--- src/rtl/arp_frame_writer.sv ---
// ARP frame writer: serialises an Ethernet II + ARP reply/request frame into
// the TX dual-port RAM (port B). It writes one byte per write strobe, with
// optional idle cycles between strobes and optional zero padding to 60 bytes.
module arp_frame_writer #(
  parameter int unsigned ADDR_W    = 10,
  parameter int unsigned BASE_ADDR = 0,
  parameter int unsigned WR_WAIT   = 1,
  parameter int unsigned PAD_EN    = 1
) (
  input  logic              iDm9000aClk,
  input  logic              iRst,
  input  logic              iRunStart,
  input  logic              iMode,
  input  logic [47:0]       iLocalMac,
  input  logic [31:0]       iLocalIp,
  input  logic [47:0]       iPeerMac,
  input  logic [31:0]       iPeerIp,
  output logic              wren_b,
  output logic [ADDR_W-1:0] address_b,
  output logic [7:0]        data_b,
  output logic              oBusy,
  output logic              oRunEnd,
  output logic [6:0]        oFrameLen
);

  localparam int unsigned FrameLen = (PAD_EN != 0) ? 60 : 42;
  localparam int unsigned GapW     = (WR_WAIT > 1) ? $clog2(WR_WAIT) : 1;
  localparam logic [ADDR_W-1:0] BaseAddr = ADDR_W'(BASE_ADDR);
  localparam logic [5:0]        LastCnt  = 6'(FrameLen - 1);
  localparam logic [GapW-1:0]   LastGap  = GapW'((WR_WAIT > 0) ? WR_WAIT - 1 : 0);

  typedef enum logic [1:0] {StIdle, StWrite, StGap, StDone} state_e;

  state_e          state_q;
  logic [5:0]      cnt_q;
  logic [GapW-1:0] gap_q;
  logic            mode_q;
  logic [47:0]     lmac_q, pmac_q;
  logic [31:0]     lip_q, pip_q;

  logic [5:0]        cnt_nxt;
  logic [7:0]        byte_nxt;
  logic [7:0]        byte_first;
  logic [ADDR_W-1:0] addr_nxt;
  logic              advance;
  logic              last_byte;

  // Byte idx of the frame; anything past the 42-byte ARP payload is padding.
  function automatic logic [7:0] frame_byte(input logic        mode,
                                            input logic [47:0] lmac,
                                            input logic [31:0] lip,
                                            input logic [47:0] pmac,
                                            input logic [31:0] pip,
                                            input logic [5:0]  idx);
    logic [335:0] hdr;
    hdr = {(mode ? 48'hFFFF_FFFF_FFFF : pmac), lmac, 16'h0806,
           16'h0001, 16'h0800, 8'h06, 8'h04, 8'h00, (mode ? 8'h01 : 8'h02),
           lmac, lip, (mode ? 48'h0 : pmac), pip};
    if (idx > 6'd41) return 8'h00;
    return hdr[8*(41-int'(idx)) +: 8];
  endfunction

  // Next-byte data/address; byte 0 comes from the live inputs on the start edge.
  always_comb begin
    cnt_nxt    = cnt_q + 6'd1;
    byte_nxt   = frame_byte(mode_q, lmac_q, lip_q, pmac_q, pip_q, cnt_nxt);
    byte_first = frame_byte(iMode, iLocalMac, iLocalIp, iPeerMac, iPeerIp, 6'd0);
    addr_nxt   = BaseAddr + ADDR_W'(cnt_nxt);
    last_byte  = (cnt_q == LastCnt);
    advance    = ((state_q == StWrite) && (WR_WAIT == 0)) ||
                 ((state_q == StGap) && (gap_q == LastGap));
  end

  // Frame sequencer with registered RAM-side outputs.
  always_ff @(posedge iDm9000aClk or posedge iRst) begin
    if (iRst) begin
      state_q   <= StIdle;
      cnt_q     <= '0;
      gap_q     <= '0;
      mode_q    <= 1'b0;
      lmac_q    <= '0;
      lip_q     <= '0;
      pmac_q    <= '0;
      pip_q     <= '0;
      wren_b    <= 1'b0;
      address_b <= '0;
      data_b    <= '0;
      oBusy     <= 1'b0;
      oRunEnd   <= 1'b0;
    end else begin
      unique case (state_q)
        StIdle: begin
          oRunEnd <= 1'b0;
          if (iRunStart) begin
            mode_q    <= iMode;
            lmac_q    <= iLocalMac;
            lip_q     <= iLocalIp;
            pmac_q    <= iPeerMac;
            pip_q     <= iPeerIp;
            cnt_q     <= '0;
            gap_q     <= '0;
            state_q   <= StWrite;
            wren_b    <= 1'b1;
            address_b <= BaseAddr;
            data_b    <= byte_first;
            oBusy     <= 1'b1;
          end
        end
        StWrite, StGap: begin
          if (advance) begin
            if (last_byte) begin
              state_q   <= StDone;
              wren_b    <= 1'b0;
              address_b <= '0;
              oBusy     <= 1'b0;
              oRunEnd   <= 1'b1;
            end else begin
              state_q   <= StWrite;
              cnt_q     <= cnt_nxt;
              wren_b    <= 1'b1;
              address_b <= addr_nxt;
              data_b    <= byte_nxt;
            end
          end else if (state_q == StWrite) begin
            // Address and data hold through the gap; only the strobe drops.
            state_q <= StGap;
            wren_b  <= 1'b0;
            gap_q   <= '0;
          end else begin
            gap_q <= gap_q + 1'b1;
          end
        end
        StDone: begin
          oRunEnd <= 1'b0;
          state_q <= StIdle;
        end
        default: state_q <= StIdle;
      endcase
    end
  end

  assign oFrameLen = 7'(FrameLen);

endmodule
--- config.mk ---
export PLATFORM = sky130hd
export DESIGN_NAME = arp_frame_writer
export DESIGN_NICKNAME = d
export VERILOG_FILES = /design/src/rtl/arp_frame_writer.sv
export SDC_FILE = /design/constraint.sdc
export NUM_CORES = 1
export LEC_CHECK = 0
export ABC_AREA = 1
export BUFFER_PORTS_ARGS = -buffer_cell sky130_fd_sc_hd__buf_2
export CAP_MARGIN = 20
export CORE_AREA = 2 2 139 141
export CTS_CLUSTER_SIZE = 12
export DETAILED_ROUTE_END_ITERATION = 7
export DIE_AREA = 0 0 141 143
export PLACE_DENSITY = 0.77
export SLEW_MARGIN = 30
export SYNTH_ARGS = -nofsm -noshare
export SYNTH_HDL_FRONTEND = slang
export SYNTH_SLANG_ARGS = --single-unit
export TNS_END_PERCENT = 100
--- constraint.sdc ---
create_clock -name iDm9000aClk -period 7 [get_ports iDm9000aClk]
set_clock_uncertainty 0.1 [all_clocks]
set_input_delay 1.4 -clock iDm9000aClk [delete_from_list [all_inputs] [get_ports iDm9000aClk]]
set_output_delay 1.4 -clock iDm9000aClk [all_outputs]
set_load 0.02 [all_outputs]
### After elaboration in Yosys (flattened, before gate mapping)

Index checks and enable logic that the tools add are counted.

| word-level totals | value |
|---|---|
| flip-flop bits (word level) | 191 |
| bits in latches | 0 |
| bits in writable memories | 0 |
| memory bits (read-only) | 0 |
| input port bits | 164 |
| output and inout port bits | 28 |
| memories kept | 0 |

| cells by class | value |
|---|---|
| $add $sub $neg | 3 |
| $mul | 0 |
| div/mod/pow operators | 0 |
| $lt $le $gt $ge | 1 |
| equal/unequal tests | 10 |
| shift operators | 1 |
| muxes and demuxes | 39 |
| bitwise gates (word level) | 1 |
| reductions and logical operators | 13 |

Operator list:

| cell | number |
|---|---|
| $shiftx 336x10->8 | 1 |
| $mux 48 | 3 |
| $mux 8 | 5 |
| $mux 6 | 4 |
| $mux 10 | 2 |
| $pmux 10 s2 | 1 |
| $pmux 8 s2 | 1 |
| $mux 1 | 12 |
| $pmux 6 s2 | 1 |
| $mux 2 | 5 |
| $ne 2x2->1 const B | 5 |
| $reduce_and 3->1 | 3 |
| $pmux 1 s2 | 4 |
| $reduce_and 4->1 | 2 |
| $sub 6x6->7 const A | 1 |
| $add 6x1->6 const B | 1 |
| $eq 6x6->1 const B | 1 |
| $gt 6x6->1 const B | 1 |
| $pmux 2 s3 | 1 |
| $reduce_and 2->1 | 3 |
| $eq 2x2->1 const B | 2 |
| $reduce_or 2->1 | 2 |
| $ne 3x3->1 const B | 1 |
| $eq 2x1->1 const B | 1 |
| 5 further kinds | 5 |

### Depth between registers and ports, before layout

| depth | value |
|---|---|
| word-level depth | 7 |
| mapped depth | 20 |
| depth with buffers taken out | 19 |

### Worst setup path before layout

Ideal clock, no wire load.

| path | value |
|---|---|
| kind | register to register |
| start | register cnt_q[0] |
| end | register data_b[4] |
| arrival | 2.855 ns |
| data required time | 6.823 ns |
| slack | 3.968 ns |
| cell stages (with the launch flop) | 15 |
| buffers on the path | 2 |
| path through | dfrtp_1 ha_1 inv_2 clkbuf_1 clkbuf_1 ha_1 nor2_1 inv_1 nor2_1 nand2_1 nand2_1 nand2_1 a21oi_1 nand2_1 a21oi_1 |

| on the way | value |
|---|---|
| word-level cells in the longest chain between the ends | 7 |

Ends and longest elaborated chain:

| element | line | text |
|---|---|---|
| from (decl) | 35 | `logic [5:0] cnt_q;` |
| from (signal assigned) | 119 | `cnt_q <= cnt_nxt;` |
| $add 6x1->6 | 65 | `cnt_nxt = cnt_q + 6'd1;` |
| $sub 6x6->7 / $gt 6x6->1 (equally long branches) | 60, 59 |  |
| $shiftx 336x10->8 / $mux 1 (equally long branches) | 60, 59 |  |
| $mux 8 | 60 | `return hdr[8*(41-int'(idx)) +: 8];` |
| $mux 8 | 111 | `if (last_byte) begin` |
| $mux 8 | 110 | `if (advance) begin` |
| $pmux 8 s2 | 91 | `unique case (state_q)` |
| to (signal assigned) | 105 | `data_b <= byte_first;` |
| to (signal assigned) | 122 | `data_b <= byte_nxt;` |
| to (decl) | 20 | `output logic [7:0] data_b,` |

Several ways; a longest one is shown, not always the timed one. The select of a mux whose other input is x is not followed.
A chain may end at the register's enable or synchronous reset.

### Worst setup path after layout

| path | value |
|---|---|
| start | register cnt_q[1] |
| end | register data_b[7] |

The elaborated chain is that of the path after synthesis.

==> results.yml <==
floorplanning:
  chipHeight_um: 143
  die-area_mm2: 0.0202
  pin_count: 192
  dieWidth_um: 141
  floorplan.initialDensity: 0.550
  placementRows: 50
  coreArea_mm2: 0.0186
clocking:
  insertion_delay_of_the_later_clocked_pin_in_the_worst_skew_pair_ps: 440
  cts.htree.levels: 4
  cts_hold_repair.buffers: 0
  path_clk_slew_ps: 70
  clk_path_buf_depth: 2
  ctsResizeCount: 0
  tritoncts.num_buffers: 17
  cts_tree: "done"
  cts_root_buffer_type: "sky130_fd_sc_hd__clkbuf_16"
  num_clock_sinks: 187
  cts.repair_timing.setup_buffer_count: 0
sta:
  timing.setup.tns_ps: 0
  report.final.slew_viol_count: 0
  final.period_utilization: 0.567
  finalWorstPathRequiredPeriod_ps: 3970
  tightest_slew_ps: 952
  setup_violations: 0
  clock.fmax_mhz: 252
  relSlewSlack: 0.365
  hold_viol_final: 0
  rsz0062_at_grt: "no"
placed_design:
  dp_hpwl_mm: 21.5
  io_buffers: 180
  dpl_cell_area_mm2: 0.0111
  routabilityCongestion: 0.996
layout:
  post-route-cell-area_mm2: 0.0117
  final_nets: 1746
  sequential_cell_area_in_the_final_layout_mm2: 0.00468
  util_after_layout: 0.629
  multiInputGateArea_mm2: 0.00466
  fillCellCount: 1709
  antennaDiodeCount: 0
  flow.area_growth_from_synthesis_pct: 14.2
  fraction_of_final_layout_cells_sized_beyond_drive_strength_1: 0.152
route:
  route.detailed.wl_per_inst_um: 16.9
  vias: 10200
  drtPass1Iterations: 5
  post-route-drc-count: 0
  route.final.wire_length_mm: 30.9
  detail-route-antenna-nets: 0
  detailedRoute.firstIterationViolations: 1058
  vias_per_cell: 5.57
yosys:
  synth.avg_cell_area_um2: 7.04
  synth.yosys.seq_area_share: 0.458
  gate_count_of_the_mapped_netlist: 1452
  post_synth_instance_area_mm2: 0.0102
  synth-warning-count: 0
  yosys.area.top_type_share: 0.458
  synth_edf_count: 0
  ys_top_cells_by_count: "sky130_fd_sc_hd__nand2_1 (529), sky130_fd_sc_hd__dfrtp_1 (187), sky130_fd_sc_hd__nand3_1 (158), sky130_fd_sc_hd__o21ai_0 (145), sky130_fd_sc_hd__inv_1 (110)"
  synthDominantAreaCellType: "sky130_fd_sc_hd__dfrtp_1"
  synth_seq_cells: 187
  yosys.cell_types.count: 32
  postSynth.topFlopCell: "sky130_fd_sc_hd__dfrtp_1"
  asyncSetResetFlopFracSynth: 1.00
  synth.most_common_cell: "sky130_fd_sc_hd__nand2_1"
  synth_area_leaders: "sky130_fd_sc_hd__dfrtp_1 (46%), sky130_fd_sc_hd__nand2_1 (19%), sky130_fd_sc_hd__nand3_1 (7.7%)"
power:
  power.leakage_nw: 6.15
  peakVddDrop_uv: 256
  total_power_per_unit_cell_area_mw_per_mm2: 571
setup_path:
  path_buf_inv: 4
  cpMaxStageDelayCell: "sky130_fd_sc_hd__buf_4"
  slowest_delay_ps: 460
  critical_path.endpoint_type: "flip-flop"
  critical_path.startpoint_type: "flip-flop"
  cp_data_required_time_ps: 7270
  critical-path-top-delay-family: "simple AND/OR/NAND/NOR gates"
  timing.critical_path.cells: "ha_1 -> buf_4 -> inv_2 -> buf_4 -> nand3_1 -> nand2_1 -> nand2_1 -> nand2_2 -> buf_4 -> nand2_2 -> o21ai_0 -> nor2_1 -> nor2_1 -> o21ai_0 -> nand2_1 -> nand2_1 -> nand2_1 -> nand2_1 -> a21oi_1"
  critical_path_cell_count: 19
  reg2reg_depth: 19
  critical_path_class: "reg -> reg"
  arrival_time_at_the_worst_endpoint_ps: 4240
  cp_max_fo: 50
  critPathMostFrequentCell: "sky130_fd_sc_hd__nand2_1"
grt:
  globalRoute.totalOverflow: 0
  grt_first_pass_wirelength_mm: 49.9
  grt_pass1_vias: 9610
  overall_global_routing_usage: 0.316
  grt_start_max_net_pins: 130
  grt_antenna_before_repair: 0
run:
  max-cap-violations: 0
status:
  outcome: "finished, final reports clean"
min_path:
  min_path_cells: 2
  min-delay-path-class: "reg -> reg"
## cells in the final DEF (no fill, tap or decap), types with 2 or more instances in the layout
cell type,Yosys,final
sky130_fd_sc_hd__clkbuf_16,0,17
sky130_fd_sc_hd__a21oi_1,55,55
sky130_fd_sc_hd__inv_1,110,108
sky130_fd_sc_hd__o21ai_1,12,12
sky130_fd_sc_hd__inv_8,0,4
sky130_fd_sc_hd__nor3_1,2,2
sky130_fd_sc_hd__or2_1,2,2
sky130_fd_sc_hd__clkinv_1,4,4
sky130_fd_sc_hd__clkinv_4,0,2
sky130_fd_sc_hd__buf_4,13,15
sky130_fd_sc_hd__nand2_2,4,4
sky130_fd_sc_hd__ha_1,6,6
sky130_fd_sc_hd__nand2_1,529,528
sky130_fd_sc_hd__nor2_1,85,85
sky130_fd_sc_hd__nand3_1,158,158
sky130_fd_sc_hd__o21ai_0,145,145
sky130_fd_sc_hd__dfrtp_1,187,186
sky130_fd_sc_hd__nand4_1,8,8
sky130_fd_sc_hd__conb_1,2,11
sky130_fd_sc_hd__inv_2,4,4
sky130_fd_sc_hd__buf_2,7,180
sky130_fd_sc_hd__o211ai_1,17,17
sky130_fd_sc_hd__inv_6,0,6
sky130_fd_sc_hd__clkinvlp_4,0,2
sky130_fd_sc_hd__o22ai_1,14,14
## tightest hold or removal path, cell delays in order, from the launching register on
cell                      delay [ps]
sky130_fd_sc_hd__dfrtp_1         350
sky130_fd_sc_hd__nand2_1          50
sky130_fd_sc_hd__nand2_1          50
## path summary, 6_finish.rpt
check	slack, ps	end	startpoint
setup / recovery	3030	data_b[7]$_DFFE_PP0P_	cnt_q[1]$_DFFE_PP0P_
hold / removal	380	lip_q[26]$_DFFE_PP0P_	lip_q[26]$_DFFE_PP0P_
setup reg to reg	3030	data_b[7]$_DFFE_PP0P_	cnt_q[1]$_DFFE_PP0P_
hold reg to reg	380	lip_q[26]$_DFFE_PP0P_	lip_q[26]$_DFFE_PP0P_
max in group asynchronous	4720	cnt_q[0]$_DFFE_PP0P_	iRst
min in group asynchronous	860	lip_q[29]$_DFFE_PP0P_	iRst
## logic make-up after synthesis
kind of cell,synth area share
buffers and inverters,0.0904
AOI/OAI and AO/OA,0.128
other,0.000734
DFF,0.458
and+or+nand+nor,0.314
xor gates and xnor gates,0.00159
adders and majority gates,0.00734
## power by group
part           switching (mW)  leakage [nW]  internal (mW)
logic                    2.66          3.55           1.17
registers               0.291          2.32           1.59
clock network           0.473         0.274          0.481
total                    3.42          6.15           3.25
## through the flow
| step | cells | hold WS (ps) | setup slack [ps] | total power, mW |
|---|---|---|---|---|
| finish | 1822 | 384 | 3030 | 6.67 |
| global placement | 1791 | 363 | 3160 | 5.57 |
| global route | 1822 | 401 | 2640 | 7.26 |
| detailed placement | 1791 | 366 | 3010 | 5.63 |
| CTS | 1822 | 386 | 3100 | 6.61 |
| floorplan | 1461 | 349 | 415 | 4.51 |
## layer usage
layer,routed length [um],GRT usage
met5,0,0
met4,837,0.111
met3,2370,0.0671
met2,13900,0.489
met1,13800,0.446
## layout make-up
class                      instances  area share
sequential                       187       0.401
multi-input combinational       1056       0.399
timing repair buffer             196      0.0877
inverter                         118      0.0388
clock buffer                      18      0.0376
tap                              234      0.0251
clock inverter                    13      0.0110
## registers in the layout (all words and copies together) (netlist names)
signal / count
lmac_q: 48
pmac_q: 48
lip_q: 32
pip_q: 32
data_b: 8
address_b: 6
cnt_q: 6
state_q: 2
gap_q: 1
mode_q: 1
oBusy: 1
oRunEnd: 1
wren_b: 1
Power figures use the tool's default switching activity.
